## src/rtl/mem_bist_ctrl_if.sv

```systemverilog
// Native single-port memory bus between the BIST controller (master) and the memory (slave).
interface mem_bist_ctrl_if #(
  parameter int ADDR_W = 5,
  parameter int DATA_W = 8
);
  logic              mem_read;
  logic              mem_write;
  logic [ADDR_W-1:0] mem_addr;
  logic [DATA_W-1:0] mem_data_in;
  logic [DATA_W-1:0] mem_data_out;

  modport master (
    output mem_read,
    output mem_write,
    output mem_addr,
    output mem_data_in,
    input  mem_data_out
  );

  modport slave (
    input  mem_read,
    input  mem_write,
    input  mem_addr,
    input  mem_data_in,
    output mem_data_out
  );
endinterface

```

## src/rtl/mem_bist_ctrl.sv

```systemverilog
// Memory BIST: writes a pattern to every location, reads it back after READ_LAT cycles,
// counts mismatches (saturating) and captures the first failing address/expected/observed.
module mem_bist_ctrl #(
  parameter int ADDR_W   = 5,
  parameter int DATA_W   = 8,
  parameter int READ_LAT = 1,
  parameter int ERR_W    = 16
) (
  input  logic              clk,
  input  logic              rst,
  input  logic              start,
  input  logic [1:0]        mode,
  output logic              busy,
  output logic              done,
  output logic              pass,
  output logic [ERR_W-1:0]  err_count,
  output logic              first_err_valid,
  output logic [ADDR_W-1:0] first_err_addr,
  output logic [DATA_W-1:0] first_err_exp,
  output logic [DATA_W-1:0] first_err_obs,
  mem_bist_ctrl_if.master   mem
);

  localparam logic [2:0] S_IDLE  = 3'd0;
  localparam logic [2:0] S_WRITE = 3'd1;
  localparam logic [2:0] S_READ  = 3'd2;
  localparam logic [2:0] S_WAIT  = 3'd3;
  localparam logic [2:0] S_CHECK = 3'd4;
  localparam logic [2:0] S_DONE  = 3'd5;

  localparam int WAIT_W = (READ_LAT > 1) ? $clog2(READ_LAT) : 1;
  localparam logic [WAIT_W-1:0] WAIT_LAST = WAIT_W'((READ_LAT > 1) ? READ_LAT - 2 : 0);

  logic [2:0]        r_state;
  logic [ADDR_W-1:0] r_addr;
  logic [1:0]        r_pat;
  logic              r_seq;
  logic [WAIT_W-1:0] r_wait;
  logic              r_busy;
  logic              r_done;
  logic [ERR_W-1:0]  r_err_count;
  logic              r_fe_valid;
  logic [ADDR_W-1:0] r_fe_addr;
  logic [DATA_W-1:0] r_fe_exp;
  logic [DATA_W-1:0] r_fe_obs;

  logic [DATA_W-1:0] w_exp;
  logic              w_mismatch;
  logic              w_last_addr;
  logic              w_last_pat;

  function automatic logic [DATA_W-1:0] f_pattern(input logic [1:0] pat,
                                                  input logic [ADDR_W-1:0] a);
    logic [DATA_W+ADDR_W-1:0] v_ext;
    logic [DATA_W-1:0]        v;
    v_ext = '0;
    v     = '0;
    case (pat)
      2'd1: begin
        v_ext[ADDR_W-1:0] = a;
        v = v_ext[DATA_W-1:0];
      end
      // Checkerboard: 0xAA-style for even addresses, inverted for odd ones.
      2'd2: for (int unsigned i = 0; i < DATA_W; i++) v[i] = i[0] ^ a[0];
      default: v = '0;
    endcase
    return v;
  endfunction

  always_comb begin
    w_exp       = f_pattern(r_pat, r_addr);
    w_mismatch  = (mem.mem_data_out != w_exp);
    w_last_addr = (r_addr == '1);
    w_last_pat  = !r_seq || (r_pat == 2'd2);
  end

  always_comb begin
    mem.mem_write   = (r_state == S_WRITE);
    mem.mem_read    = (r_state == S_READ);
    mem.mem_addr    = '0;
    mem.mem_data_in = '0;
    if (r_state == S_WRITE || r_state == S_READ) mem.mem_addr = r_addr;
    if (r_state == S_WRITE) mem.mem_data_in = w_exp;
  end

  always_ff @(posedge clk) begin
    if (rst) begin
      r_state     <= S_IDLE;
      r_addr      <= '0;
      r_pat       <= '0;
      r_seq       <= 1'b0;
      r_wait      <= '0;
      r_busy      <= 1'b0;
      r_done      <= 1'b0;
      r_err_count <= '0;
      r_fe_valid  <= 1'b0;
      r_fe_addr   <= '0;
      r_fe_exp    <= '0;
      r_fe_obs    <= '0;
    end else begin
      case (r_state)
        S_IDLE, S_DONE: begin
          if (start) begin
            r_state     <= S_WRITE;
            r_addr      <= '0;
            r_seq       <= (mode == 2'd3);
            r_pat       <= (mode == 2'd3) ? 2'd0 : mode;
            r_busy      <= 1'b1;
            r_done      <= 1'b0;
            r_err_count <= '0;
            r_fe_valid  <= 1'b0;
            r_fe_addr   <= '0;
            r_fe_exp    <= '0;
            r_fe_obs    <= '0;
          end
        end
        S_WRITE: begin
          r_addr <= r_addr + 1'b1;
          if (w_last_addr) r_state <= S_READ;
        end
        S_READ: begin
          r_wait  <= '0;
          r_state <= (READ_LAT > 1) ? S_WAIT : S_CHECK;
        end
        S_WAIT: begin
          r_wait <= r_wait + 1'b1;
          if (r_wait == WAIT_LAST) r_state <= S_CHECK;
        end
        S_CHECK: begin
          if (w_mismatch) begin
            if (r_err_count != '1) r_err_count <= r_err_count + 1'b1;
            if (!r_fe_valid) begin
              r_fe_valid <= 1'b1;
              r_fe_addr  <= r_addr;
              r_fe_exp   <= w_exp;
              r_fe_obs   <= mem.mem_data_out;
            end
          end
          r_addr <= r_addr + 1'b1;
          if (!w_last_addr) begin
            r_state <= S_READ;
          end else if (!w_last_pat) begin
            r_pat   <= r_pat + 2'd1;
            r_state <= S_WRITE;
          end else begin
            r_state <= S_DONE;
            r_busy  <= 1'b0;
            r_done  <= 1'b1;
          end
        end
        default: r_state <= S_IDLE;
      endcase
    end
  end

  assign busy            = r_busy;
  assign done            = r_done;
  assign pass            = r_done && (r_err_count == '0);
  assign err_count       = r_err_count;
  assign first_err_valid = r_fe_valid;
  assign first_err_addr  = r_fe_addr;
  assign first_err_exp   = r_fe_exp;
  assign first_err_obs   = r_fe_obs;

endmodule

```

## src/flat_wrapper.sv

```systemverilog
// flat-port wrapper written by rule: the top's interface ports become plain ports
module mem_bist_ctrl_flat 
#(
  parameter int ADDR_W   = 5,
  parameter int DATA_W   = 8,
  parameter int READ_LAT = 1,
  parameter int ERR_W    = 16
)
  (clk, rst, start, mode, busy, done, pass, err_count, first_err_valid, first_err_addr, first_err_exp, first_err_obs, mem_mem_read, mem_mem_write, mem_mem_addr, mem_mem_data_in, mem_mem_data_out);
  mem_bist_ctrl_if #(.ADDR_W(ADDR_W), .DATA_W(DATA_W)) mem_i ();
  input  logic clk;
  input  logic rst;
  input  logic start;
  input  logic [1:0] mode;
  output logic busy;
  output logic done;
  output logic pass;
  output logic [ERR_W-1:0] err_count;
  output logic first_err_valid;
  output logic [ADDR_W-1:0] first_err_addr;
  output logic [DATA_W-1:0] first_err_exp;
  output logic [DATA_W-1:0] first_err_obs;
  output wire logic [$bits(mem_i.mem_read)-1:0] mem_mem_read;
  output wire logic [$bits(mem_i.mem_write)-1:0] mem_mem_write;
  output wire logic [$bits(mem_i.mem_addr)-1:0] mem_mem_addr;
  output wire logic [$bits(mem_i.mem_data_in)-1:0] mem_mem_data_in;
  input wire logic [$bits(mem_i.mem_data_out)-1:0] mem_mem_data_out;
  assign mem_mem_read = mem_i.mem_read;
  assign mem_mem_write = mem_i.mem_write;
  assign mem_mem_addr = mem_i.mem_addr;
  assign mem_mem_data_in = mem_i.mem_data_in;
  assign mem_i.mem_data_out = mem_mem_data_out;
  mem_bist_ctrl #(.ADDR_W(ADDR_W), .DATA_W(DATA_W), .READ_LAT(READ_LAT), .ERR_W(ERR_W)) u_core (.clk(clk), .rst(rst), .start(start), .mode(mode), .busy(busy), .done(done), .pass(pass), .err_count(err_count), .first_err_valid(first_err_valid), .first_err_addr(first_err_addr), .first_err_exp(first_err_exp), .first_err_obs(first_err_obs), .mem(mem_i));
endmodule
```

## config.mk

```make
export PLATFORM = sky130hd
export DESIGN_NAME = mem_bist_ctrl_flat
export DESIGN_NICKNAME = d
export VERILOG_FILES = /design/src/rtl/mem_bist_ctrl_if.sv /design/src/rtl/mem_bist_ctrl.sv /design/src/flat_wrapper.sv
export SDC_FILE = /design/constraint.sdc
export NUM_CORES = 1
export LEC_CHECK = 0
export ABC_CLOCK_PERIOD_IN_PS = 3250
export CAP_MARGIN = 20
export CORE_ASPECT_RATIO = 0.8
export CORE_MARGIN = 5
export CORE_UTILIZATION = 50
export CTS_CLUSTER_DIAMETER = 200
export DETAILED_ROUTE_END_ITERATION = 16
export PLACE_DENSITY_LB_ADDON = 0.25
export SETUP_SLACK_MARGIN = 0.4
export SYNTH_ARGS = -nofsm -noshare
export SYNTH_HDL_FRONTEND = slang
export SYNTH_SLANG_ARGS = --single-unit
```

## constraint.sdc

```tcl
create_clock -name clk -period 3.25 [get_ports clk]
set_clock_uncertainty 0.2 [all_clocks]
set_input_delay 0.8125 -clock clk [delete_from_list [all_inputs] [get_ports clk]]
set_output_delay 0.8125 -clock clk [all_outputs]
set_load 0.02 [all_outputs]
```

==> results.rst <==
.. list-table::
   :header-rows: 1

   * - Metric
     - Value
   * - Library cell with the largest summed area after synthesis
     - sky130_fd_sc_hd__dfxtp_1
   * - Effective utilization at floorplan
     - 0.514
   * - Share of async-settable or async-resettable flops after synthesis
     - 0
   * - Drt via density
     - 5.59
   * - Signal arrival time at the worst endpoint
     - 1.74 ns
   * - Max cap viols
     - 0
   * - Layout Nets
     - 435
   * - Final weighted congestion of routability-driven global placement
     - 0.832
   * - Input/output buffers
     - 68
   * - Cell types with the largest area share after synthesis
     - sky130_fd_sc_hd__dfxtp_1 (36%), sky130_fd_sc_hd__a21oi_1 (6.8%), sky130_fd_sc_hd__nand2_1 (5.7%)
   * - Clock H-tree levels
     - 2
   * - Routed wire per std cell
     - 14.9 um
   * - RSZ-0062 raised after global routing
     - yes
   * - Worst reg2reg endpoint
     - u_core.err_count[5]$_SDFFE_PP0P_
   * - DRT antenna net count
     - 0
   * - Setup Viol. Count Final
     - 0
   * - Maximum clock path buffer count
     - 2
   * - Critical Path Sink
     - mem_mem_data_in[5]
   * - Final critical delay including setup and external delays
     - 2.75 ns
   * - IR drop worst, VDD
     - 0.000538 V
   * - Worst rel slew slack
     - 0.567
   * - Area after detailed placement
     - 0.00355 mm^2
   * - Number of inserted diodes
     - 0
   * - Worst setup timing slack at the placement stage
     - 0.121 ns
   * - Setup slack after layout
     - 0.499 ns
   * - Required time worst endpoint
     - 2.24 ns
   * - Origin of the worst setup path
     - u_core.r_state[0]$_SDFFE_PP0P_
   * - Fmax
     - 363 MHz
   * - Total non-filler cell area in the finished layout
     - 0.00363 mm^2
   * - Worst-case register-to-register setup slack
     - 0.62 ns
   * - Power density over the cells
     - 593 mW/mm^2
   * - Total clock sinks
     - 51
   * - Master cell of the clock root buffer
     - sky130_fd_sc_hd__clkbuf_8
   * - Total congestion overflow after global routing
     - 0
   * - Worst reg2reg path depth
     - 10
   * - Post-detail-place hpwl
     - 5280 um
   * - Share of synthesized area occupied by flip-flops and latches
     - 0.363
   * - Highest-count cells in the layout ignoring fill and taps
     - sky130_fd_sc_hd__clkdlybuf4s50_1 (53), sky130_fd_sc_hd__dfxtp_1 (48), sky130_fd_sc_hd__nand2_1 (43)
   * - Clock tree from TritonCTS
     - yes
   * - Number of ports placed on the die boundary
     - 69
   * - Flop and latch count out of synthesis
     - 51
   * - Leading cell type in the layout, fill and taps excluded
     - sky130_fd_sc_hd__clkdlybuf4s50_1
   * - Clk slew on worst S/H paths
     - 0.10 ns
   * - Number of cells produced by synthesis
     - 352
   * - Share of cells above drive strength 1
     - 0.106
   * - Reg2Reg Launch Point
     - u_core.r_pat[0]$_SDFFE_PP0P_
   * - Vias in the first global route
     - 2465
   * - Setup Total Neg Slack
     - 0 ns
   * - Fraction of post-synthesis cell area in the top cell type by area
     - 0.363
   * - Floorplan core area
     - 0.00547 mm^2
   * - Kind of launch point of the worst setup path
     - register
   * - Pin count of the biggest net entering global routing
     - 52
   * - Drt first-iter violations
     - 214
   * - Least-Margin Pin Slew
     - 0.645 ns
   * - Global-route usage over all layers
     - 0.205
   * - Worst Path Max Fanout
     - 11
   * - Post-route clock period utilization
     - 0.846
   * - Classification of the worst-slack hold path
     - register to register
   * - Chip height
     - 77.1 um
   * - Global-route wire length before repair
     - 12300 um
   * - Startpoint-to-endpoint class of the critical path
     - register to output port
   * - Number of iterations in the first detailed-routing pass
     - 4
   * - Result of the run
     - finished, final reports clean
   * - Relative area change from synthesis to final layout
     - 29.1%
   * - Placement row count
     - 24
   * - X dimension of the die
     - 93.8 um
   * - Post-synthesis cell type count
     - 55
   * - Final hold violation count
     - 0
   * - Count of flip-flops with a built-in enable after synthesis
     - 0
   * - Count of vias placed by the detailed router
     - 2766
   * - Number of buffers inserted during clock tree synthesis
     - 5
   * - Number of slew-limit violations in the final report
     - 0
   * - Drc violations
     - 0
   * - Average instance area after synthesis
     - 7.98 um^2
   * - Endpoint class of the critical path
     - output port
   * - Warnings from Yosys
     - 0
   * - Wire length after detailed routing
     - 7380 um
   * - Floorplan die area
     - 0.00723 mm^2
   * - Cell area after synthesis
     - 0.00281 mm^2
   * - Clock latency reported for the late side of the worst-skew pair
     - 0.31 ns
   * - Number of antenna violations at the first check in global routing
     - 0
   * - Main flop type after synthesis
     - sky130_fd_sc_hd__dfxtp_1
   * - Static leakage
     - 0.00129 uW
   * - Syn_nets
     - 371
## registers in the layout, indices dropped and copies added, names as in the netlist
name / cells
u_core.busy: 1
u_core.done: 1
u_core.r_pat: 2
u_core.err_count: 16
u_core.first_err_exp: 7
u_core.first_err_addr: 5
u_core.r_wait: 1
u_core.r_state: 3
u_core.r_seq: 1
u_core.r_addr: 5
u_core.first_err_valid: 1
u_core.first_err_obs: 8
## timing repair
action,4_1_cts,5_1_grt
gates resized for setup,18,11
buffers inserted,0,1
pin swaps,0,1
setup endpoints to repair,15,28
hold buffers,0,0
## how the worst min path moves through the flow
stage | startpoint | to | slack [ns] | cells after the start
global placement | u_core.first_err_obs[1]$_SDFFE_PP0P_ | u_core.first_err_obs[1]$_SDFFE_PP0P_ | 0.24 | 2
finish | u_core.first_err_addr[2]$_SDFFE_PP0P_ | u_core.first_err_addr[2]$_SDFFE_PP0P_ | 0.25 | 2
floorplan | u_core.r_seq$_SDFFE_PP0P_ | u_core.r_seq$_SDFFE_PP0P_ | 0.23 | 2
detailed placement | u_core.first_err_obs[5]$_SDFFE_PP0P_ | u_core.first_err_obs[5]$_SDFFE_PP0P_ | 0.25 | 2
global route | u_core.first_err_exp[0]$_SDFFE_PP0P_ | u_core.first_err_exp[0]$_SDFFE_PP0P_ | 0.28 | 2
CTS | u_core.first_err_obs[5]$_SDFFE_PP0P_ | u_core.first_err_obs[5]$_SDFFE_PP0P_ | 0.26 | 2
## layout make-up
| type | count | area [um^2] |
|---|---|---|
| Clock buffer | 6 | 72.6 |
| Clock inverter | 2 | 12.5 |
| Fill cell | 485 | 1840 |
| Inverter | 10 | 37.5 |
| Multi-Input combinational cell | 268 | 1640 |
| Sequential cell | 51 | 1020 |
| Tap cell | 78 | 97.6 |
| Timing Repair Buffer | 80 | 742 |
## kinds of logic after synthesis
| family | after synthesis | share of synthesized area |
|---|---|---|
| muxes | 2 | 0.00712 |
| buffers and inverters | 33 | 0.0565 |
| DFF | 51 | 0.363 |
| adders and majority gates | 6 | 0.0267 |
| AOI/OAI and AO/OA | 95 | 0.228 |
| and+or+nand+nor | 159 | 0.300 |
| xor gates and xnor gates | 6 | 0.0187 |
## critical path: stages, from the launching register on
cell and delay [ns]:
sky130_fd_sc_hd__dfxtp_2 0.43, sky130_fd_sc_hd__nor2b_1 0.23, sky130_fd_sc_hd__nand2b_1 0.10, sky130_fd_sc_hd__buf_4 0.18
sky130_fd_sc_hd__nor2_1 0.14, sky130_fd_sc_hd__dlygate4sd2_1 0.35
## per-stage QoR
stage / cells / power (uW) / hold WS, ns / util
3_5_place_dp: 486 / 1760 / 0.247 / 0.649
6_report: 495 / 2150 / 0.255 / 0.664
2_1_floorplan: 352 / 1460 / 0.232 / -
3_3_place_gp: 486 / 1740 / 0.239 / 0.649
4_1_cts: 494 / 2120 / 0.259 / 0.663
5_1_grt: 495 / 2310 / 0.279 / 0.664
## cells in the mapped netlist (5+ instances only)
master                     count
sky130_fd_sc_hd__dfxtp_1      51
sky130_fd_sc_hd__nand2_1      43
sky130_fd_sc_hd__a21oi_1      38
sky130_fd_sc_hd__nor2_1       28
sky130_fd_sc_hd__nand3_1      21
sky130_fd_sc_hd__nor2b_1      15
sky130_fd_sc_hd__o21ai_0      15
sky130_fd_sc_hd__clkbuf_1     10
sky130_fd_sc_hd__inv_1        10
sky130_fd_sc_hd__or3_1         9
sky130_fd_sc_hd__buf_2         7
sky130_fd_sc_hd__a31oi_1       6
sky130_fd_sc_hd__and3_1        6
sky130_fd_sc_hd__ha_1          6
sky130_fd_sc_hd__nand2b_1      6
sky130_fd_sc_hd__o31ai_2       6
sky130_fd_sc_hd__xor2_1        6
sky130_fd_sc_hd__and4_1        5
## power by group
part,internal (uW),total (uW),switching [uW]
logic,393,1010,615
registers,684,771,86.2
clock network,151,371,220
total,1230,2150,921
## layer usage
layer	global-route usage	part of all wire	routed length, um
met1	0.304	0.47	3470
met2	0.310	0.45	3360
met3	0.0362	0.071	526
met4	0.0375	0.0039	29
met5	0	0	0
Note: power is estimated with default switching activity, not from simulation.
